File: src/rtl/pipe_pkg.sv
// Shared types and defaults for the hazard scoreboard: pipe-entry layout,
// forward-select encoding and the entry/source match helper.
package pipe_pkg;

  localparam int NUM_REGS_DEF     = 32;
  localparam int PIPE_DEPTH_DEF   = 3;
  localparam int LONG_LAT_MAX_DEF = 34;
  localparam int FW_NONE          = 0;

  // rd field is sized for up to 256 registers; narrower indices are zero-extended
  localparam int ENTRY_RD_W = 8;

  typedef struct packed {
    logic                  valid;
    logic [ENTRY_RD_W-1:0] rd;
    logic                  regwrite;
    logic                  load;
  } pipe_entry_t;

  function automatic logic entry_match(input pipe_entry_t e,
                                       input logic [ENTRY_RD_W-1:0] src);
    return e.valid && e.regwrite && (e.rd != {ENTRY_RD_W{1'b0}}) && (e.rd == src);
  endfunction

endpackage

File: src/rtl/sb_busy_table.sv
// One pending-write bit per register for the multi-cycle unit; set beats clear,
// and busy_eff already hides a bit being cleared this cycle.
module sb_busy_table
  import pipe_pkg::*;
#(
  parameter int NUM_REGS = NUM_REGS_DEF,
  parameter int RW       = $clog2(NUM_REGS)
) (
  input  logic                clk,
  input  logic                rstn,
  input  logic                set_en,
  input  logic [RW-1:0]       set_idx,
  input  logic                clr_en,
  input  logic [RW-1:0]       clr_idx,
  output logic [NUM_REGS-1:0] busy_eff
);

  localparam logic [NUM_REGS-1:0] ONE  = {{(NUM_REGS-1){1'b0}}, 1'b1};
  localparam logic [NUM_REGS-1:0] ZERO = {NUM_REGS{1'b0}};

  logic [NUM_REGS-1:0] busy_r;
  logic [NUM_REGS-1:0] set_mask_s;
  logic [NUM_REGS-1:0] clr_mask_s;
  logic [NUM_REGS-1:0] busy_nxt_s;

  // next-state masks; register 0 can never become busy
  always_comb begin
    set_mask_s = (set_en && (set_idx != {RW{1'b0}})) ? (ONE << set_idx) : ZERO;
    clr_mask_s = clr_en ? (ONE << clr_idx) : ZERO;
    busy_nxt_s = ((busy_r & ~clr_mask_s) | set_mask_s) & ~ONE;
  end

  // busy bit storage
  always_ff @(posedge clk or negedge rstn) begin
    if (!rstn) begin
      busy_r <= ZERO;
    end else begin
      busy_r <= busy_nxt_s;
    end
  end

  assign busy_eff = busy_r & ~clr_mask_s;

endmodule

File: src/rtl/hazard_scoreboard.sv
// In-order pipeline hazard unit: EX forwarding selects, load-use / long-op
// RAW-WAW / structural stalls, branch flush, long-op watchdog and event counters.
module hazard_scoreboard
  import pipe_pkg::*;
#(
  parameter int NUM_REGS     = NUM_REGS_DEF,
  parameter int PIPE_DEPTH   = PIPE_DEPTH_DEF,
  parameter int LONG_LAT_MAX = LONG_LAT_MAX_DEF,
  parameter int FW_W         = $clog2(PIPE_DEPTH),
  localparam int RW          = $clog2(NUM_REGS)
) (
  input  logic            clk,
  input  logic            rstn,
  input  logic [RW-1:0]   rs1_ID,
  input  logic [RW-1:0]   rs2_ID,
  input  logic            use_rs1_ID,
  input  logic            use_rs2_ID,
  input  logic            long_ID,
  input  logic [RW-1:0]   rd_ID,
  input  logic            regwrite_ID,
  input  logic            issue,
  input  logic            load_ID,
  input  logic [RW-1:0]   rs1_EX,
  input  logic [RW-1:0]   rs2_EX,
  input  logic            btaken_EX,
  input  logic            long_done,
  input  logic [RW-1:0]   long_rd,
  output logic [FW_W-1:0] forward_A,
  output logic [FW_W-1:0] forward_B,
  output logic            stall,
  output logic            flush,
  output logic            long_busy,
  output logic            long_timeout,
  output logic [31:0]     stall_cnt,
  output logic [31:0]     flush_cnt
);

  localparam int              LAT_W   = $clog2(LONG_LAT_MAX + 2);
  localparam logic [LAT_W-1:0] LAT_LIM = LAT_W'(LONG_LAT_MAX);
  localparam logic [LAT_W-1:0] LAT_SAT = LAT_W'(LONG_LAT_MAX + 1);
  localparam logic [31:0]      CNT_SAT = 32'hFFFF_FFFF;

  pipe_entry_t         pipe_r [PIPE_DEPTH];
  pipe_entry_t         entry_in_s;
  logic [NUM_REGS-1:0] busy_eff_s;
  logic                load_use_s, raw_s, struct_s, stall_s, flush_s;
  logic                accept_s, long_accept_s;
  logic [FW_W-1:0]     fwd_a_s, fwd_b_s;
  logic                long_busy_r, long_timeout_r;
  logic [LAT_W-1:0]    lat_cnt_r;
  logic [31:0]         stall_cnt_r, flush_cnt_r;

  assign flush_s = btaken_EX;

  // stall sources; a taken branch overrides every stall and kills the ID slot
  always_comb begin
    load_use_s = pipe_r[0].valid && pipe_r[0].load &&
                 ((use_rs1_ID && entry_match(pipe_r[0], ENTRY_RD_W'(rs1_ID))) ||
                  (use_rs2_ID && entry_match(pipe_r[0], ENTRY_RD_W'(rs2_ID))));
    raw_s      = (use_rs1_ID && busy_eff_s[rs1_ID]) ||
                 (use_rs2_ID && busy_eff_s[rs2_ID]) ||
                 (regwrite_ID && busy_eff_s[rd_ID]);
    struct_s   = long_ID && long_busy_r && !long_done;
    stall_s    = (load_use_s || raw_s || struct_s) && !flush_s;
    accept_s      = issue && !stall_s && !flush_s;
    long_accept_s = accept_s && long_ID;
  end

  // value shifted into the EX slot: the accepted short op, else a bubble
  always_comb begin
    if (accept_s && !long_ID) begin
      entry_in_s.valid    = 1'b1;
      entry_in_s.rd       = ENTRY_RD_W'(rd_ID);
      entry_in_s.regwrite = regwrite_ID;
      entry_in_s.load     = load_ID;
    end else begin
      entry_in_s = {$bits(pipe_entry_t){1'b0}};
    end
  end

  // forward select: walk from the oldest stage down so the youngest match wins
  always_comb begin
    fwd_a_s = FW_W'(FW_NONE);
    fwd_b_s = FW_W'(FW_NONE);
    for (int k = PIPE_DEPTH - 1; k >= 1; k--) begin
      fwd_a_s = entry_match(pipe_r[k], ENTRY_RD_W'(rs1_EX)) ? FW_W'(k) : fwd_a_s;
      fwd_b_s = entry_match(pipe_r[k], ENTRY_RD_W'(rs2_EX)) ? FW_W'(k) : fwd_b_s;
    end
  end

  // stage shift pipe, advancing every cycle
  always_ff @(posedge clk or negedge rstn) begin
    if (!rstn) begin
      for (int k = 0; k < PIPE_DEPTH; k++) begin
        pipe_r[k] <= {$bits(pipe_entry_t){1'b0}};
      end
    end else begin
      pipe_r[0] <= entry_in_s;
      for (int k = 1; k < PIPE_DEPTH; k++) begin
        pipe_r[k] <= pipe_r[k-1];
      end
    end
  end

  sb_busy_table #(
    .NUM_REGS (NUM_REGS),
    .RW       (RW)
  ) u_busy (
    .clk      (clk),
    .rstn     (rstn),
    .set_en   (long_accept_s),
    .set_idx  (rd_ID),
    .clr_en   (long_done),
    .clr_idx  (long_rd),
    .busy_eff (busy_eff_s)
  );

  // long-unit occupancy and latency watchdog; timeout trips on the edge the count passes the limit
  always_ff @(posedge clk or negedge rstn) begin
    if (!rstn) begin
      long_busy_r    <= 1'b0;
      lat_cnt_r      <= {LAT_W{1'b0}};
      long_timeout_r <= 1'b0;
    end else begin
      long_busy_r    <= long_accept_s ? 1'b1 : (long_done ? 1'b0 : long_busy_r);
      lat_cnt_r      <= long_accept_s ? {LAT_W{1'b0}} :
                        ((long_busy_r && (lat_cnt_r != LAT_SAT)) ? lat_cnt_r + LAT_W'(1) : lat_cnt_r);
      long_timeout_r <= long_timeout_r ||
                        (long_busy_r && !long_accept_s && (lat_cnt_r >= LAT_LIM));
    end
  end

  // saturating stall / flush event counters
  always_ff @(posedge clk or negedge rstn) begin
    if (!rstn) begin
      stall_cnt_r <= 32'd0;
      flush_cnt_r <= 32'd0;
    end else begin
      stall_cnt_r <= (stall_s && (stall_cnt_r != CNT_SAT)) ? stall_cnt_r + 32'd1 : stall_cnt_r;
      flush_cnt_r <= (flush_s && (flush_cnt_r != CNT_SAT)) ? flush_cnt_r + 32'd1 : flush_cnt_r;
    end
  end

  assign forward_A    = fwd_a_s;
  assign forward_B    = fwd_b_s;
  assign stall        = stall_s;
  assign flush        = flush_s;
  assign long_busy    = long_busy_r;
  assign long_timeout = long_timeout_r;
  assign stall_cnt    = stall_cnt_r;
  assign flush_cnt    = flush_cnt_r;

endmodule

File: config.mk
export PLATFORM = sky130hd
export DESIGN_NAME = hazard_scoreboard
export DESIGN_NICKNAME = d
export VERILOG_FILES = /design/src/rtl/pipe_pkg.sv /design/src/rtl/sb_busy_table.sv /design/src/rtl/hazard_scoreboard.sv
export SDC_FILE = /design/constraint.sdc
export NUM_CORES = 1
export LEC_CHECK = 0
export ABC_AREA = 0
export BUFFER_PORTS_ARGS = -buffer_cell sky130_fd_sc_hd__buf_2
export CAP_MARGIN = 0
export CORE_MARGIN = 2
export CORE_UTILIZATION = 57
export DETAILED_ROUTE_END_ITERATION = 6
export PLACE_DENSITY = 0.8
export SYNTH_ARGS = -nofsm -noshare
export SYNTH_HDL_FRONTEND = slang
export SYNTH_SLANG_ARGS = --single-unit
File: constraint.sdc
create_clock -name clk -period 5.3 [get_ports clk]
set_input_delay 1.59 -clock clk [delete_from_list [all_inputs] [get_ports clk]]
set_output_delay 1.59 -clock clk [all_outputs]
set_load 0.02 [all_outputs]
==> results.tsv <==
metric	value	unit
syn nets	750	
Synth cell types	65	
number of vias per cell	6.468	
syn avg cell area	9.886	um^2
Setup WS post-layout	0.06848	ns
clock tree buffer depth	2	
vias in the first global route	6265	
Port Buffers	111	
clock-pin slew on the worst setup and hold paths	0.05	ns
Final Instance Area	0.008588	mm^2
residual DRC count	0	
status	finished, final reports clean	
placed insts	976	
Post-DRT Antenna Nets	0	
clock skew	0.008243	ns
peak supply drop	0.2591	mV
number of cell rows	40	
flop and latch count out of synthesis	125	
post-layout minimum cycle time	5.232	ns
Syn Std Cell Area	0.006979	mm^2
crit path max fanout	8	
first-pass GRT wire length	32.51	mm
initial antenna violation count	0	
wire per inst	20.61	um
First-pass DRT Iterations	5	
detailed-route via count	6520	
area growth from synthesis to layout	23.05	%
tightest hold margin	0.3812	ns
Die Span Y	114.7	um
CP endpoint kind	output port	
Clk network pwr share	42.6	%
die footprint	0.01315	mm^2
Inserted Diodes	0	
LEAKAGE	3.954	nW
WS Path Type	primary input to output port	
WP data arrival	3.64	ns
Total GRT Usage	32.08	%
initial core utilization	58.35	%
met2 Use GR	51.44	%
Setup-failing EPs final	0	
Pint	2.068	mW
Comb pwr share	18.8	%
Worst EP required	3.71	ns
most common library cell in the layout ignoring fill and taps	dfrtp_1	
die width	114.7	um
GR Layer Usage met1	42.19	%
Main synth FF type	dfrtp_1	
FMAX	191.1	MHz
Hold Vio Cnt, Final	0	
CTS Buf Count	17	
HP Class	register to register	
Final nets	892	
GR Util met3	6.035	%
Syn. warnings	0	
Post-Synthesis Cells	706	
GRT Max-Usage Layer	met2	
io pins	112	
Total Wirelength	20.78	mm
Sink Count	125	
largest net degree at the start of global routing	87	
share of the yosys chip area belonging to registers	44.82	%
worst-margin pin slew	1.108	ns
switching portion of total power	29.85	%
Cell Area, Placed	0.007910	mm^2
CTS H-Tree Depth	4	
most frequent cells in the layout	dfrtp_1 (125), buf_2 (108), xnor2_1 (60), nand2_1 (53), buf_4 (48)	
# hold bufs at CTS	0	
sequential share of power	38.5	%
# Post-CTS Setup Buffers	0	
Final TNS setup	0	ns
gr ovfl total	0	
Core ar.	0.01196	mm^2
ratio of final minimum period to clock period	98.71	%
top-area cell type share of the netlist area	44.82	%
fin cells	1008	
CTS root buf	clkbuf_16	
Placer Congestion	0.9951	
Finished Core Util	71.80	%
share of cells above drive strength 1	25.20	%
number of synthesized flops with an enable pin	0	
max-slew violation count	0	
Detail Placement HPWL	14.69	mm
CTS tree	done	
Worst setup SP type	primary input	
dominant cell type by area after synthesis	dfrtp_1	
max_cap viols	0	
clock latency on the worst-skew pair	0.42	ns
post-place setup slack	0.01733	ns
pwr/cell area	343.3	mW/mm^2
FFs w/ async S/R, synth	100.0	%
Synth area leaders	dfrtp_1 (45%), xnor2_1 (7.5%), xor2_1 (4.8%)	
Net Sw Power	880.0	uW
max_slew headroom	26.12	%
DRT iter0 DRCs	616	
total power	2.948	mW
[power by group through the flow]
stage	combinational, mW	clock, mW	sequential (mW)
floorplan	0.270	0	1.19
global route	0.595	1.31	1.15
global placement	0.520	0	1.14
detailed placement	0.534	0	1.15
finish	0.555	1.26	1.14
CTS	0.546	1.26	1.13
[layer usage]
layer  up-vias  routed length, um
met5         -                  0
met4         0                755
met3        74               1658
met2       363               9722
met1      3165               8642
li1       2918                  -
[cells in the mapped netlist, types with 9 or more instances]
cell type / number
xor2_1: 38
dfrtp_1: 125
xnor2_1: 60
and3_1: 14
o31ai_1: 21
nor3_1: 17
mux2_2: 9
nand4_1: 26
o21ai_0: 30
nor2_1: 33
nand2_1: 54
nor4_1: 14
nor3b_1: 9
o41ai_1: 12
a21oi_1: 13
o211ai_1: 17
clkbuf_1: 23
inv_1: 20
nand3_1: 43
[path summary, 6_finish.rpt]
path / startpoint / depth (start not counted) / slack, ns / endpoint
min: pipe_r[23] / 0 / 0.38 / pipe_r[12]
min in group asynchronous: rstn / 1 / 1.35 / pipe_r[5]
max reg2reg: stall_cnt[3] / 10 / 1.59 / stall_cnt[1]
min reg2reg: pipe_r[23] / 0 / 0.38 / pipe_r[12]
max: long_rd[4] / 10 / 0.07 / stall
max in group asynchronous: rstn / 2 / 2.99 / u_busy.busy_r[24]
[worst max-delay path: stages]
cell and delay, ns:
buf_2 0.14, or4b_4 0.60, o21ai_2 0.17, buf_4 0.14
o32ai_1 0.07, nor4_1 0.24, nor3_1 0.11, nor3_2 0.26
a31oi_1 0.13, buf_4 0.18
[registers in the layout, indices dropped and copies added, names as in the netlist]
name and count:
lat_cnt_r 6, flush_cnt 32, long_busy 1, u_busy.busy_r 31, pipe_r 22, stall_cnt 32
long_timeout 1
[cell type report]
cell class,count,area (um^2)
Multi-Input combinational cell,525,3647
Fill cell,879,3373
Sequential cell,125,3128
Timing Repair Buffer,157,908.4
Clock buffer,19,452.9
Clock inverter,13,185.2
Tap cell,147,183.9
Inverter,22,82.58
[timing repair]
item,in CTS,in global routing
cloned,0,0
resized for setup,1,21
pin swaps,0,5
setup endpoints to repair,1,1
[cell families after synthesis]
kind of cell / synth area share [%]
compound gates: 14.04
flops: 44.82
mux: 3.424
fa+ha+maj: 0.7171
xor+xnor: 12.30
simple gates: 21.28
buf+inv: 3.424
(Power assumes the default switching activity.)
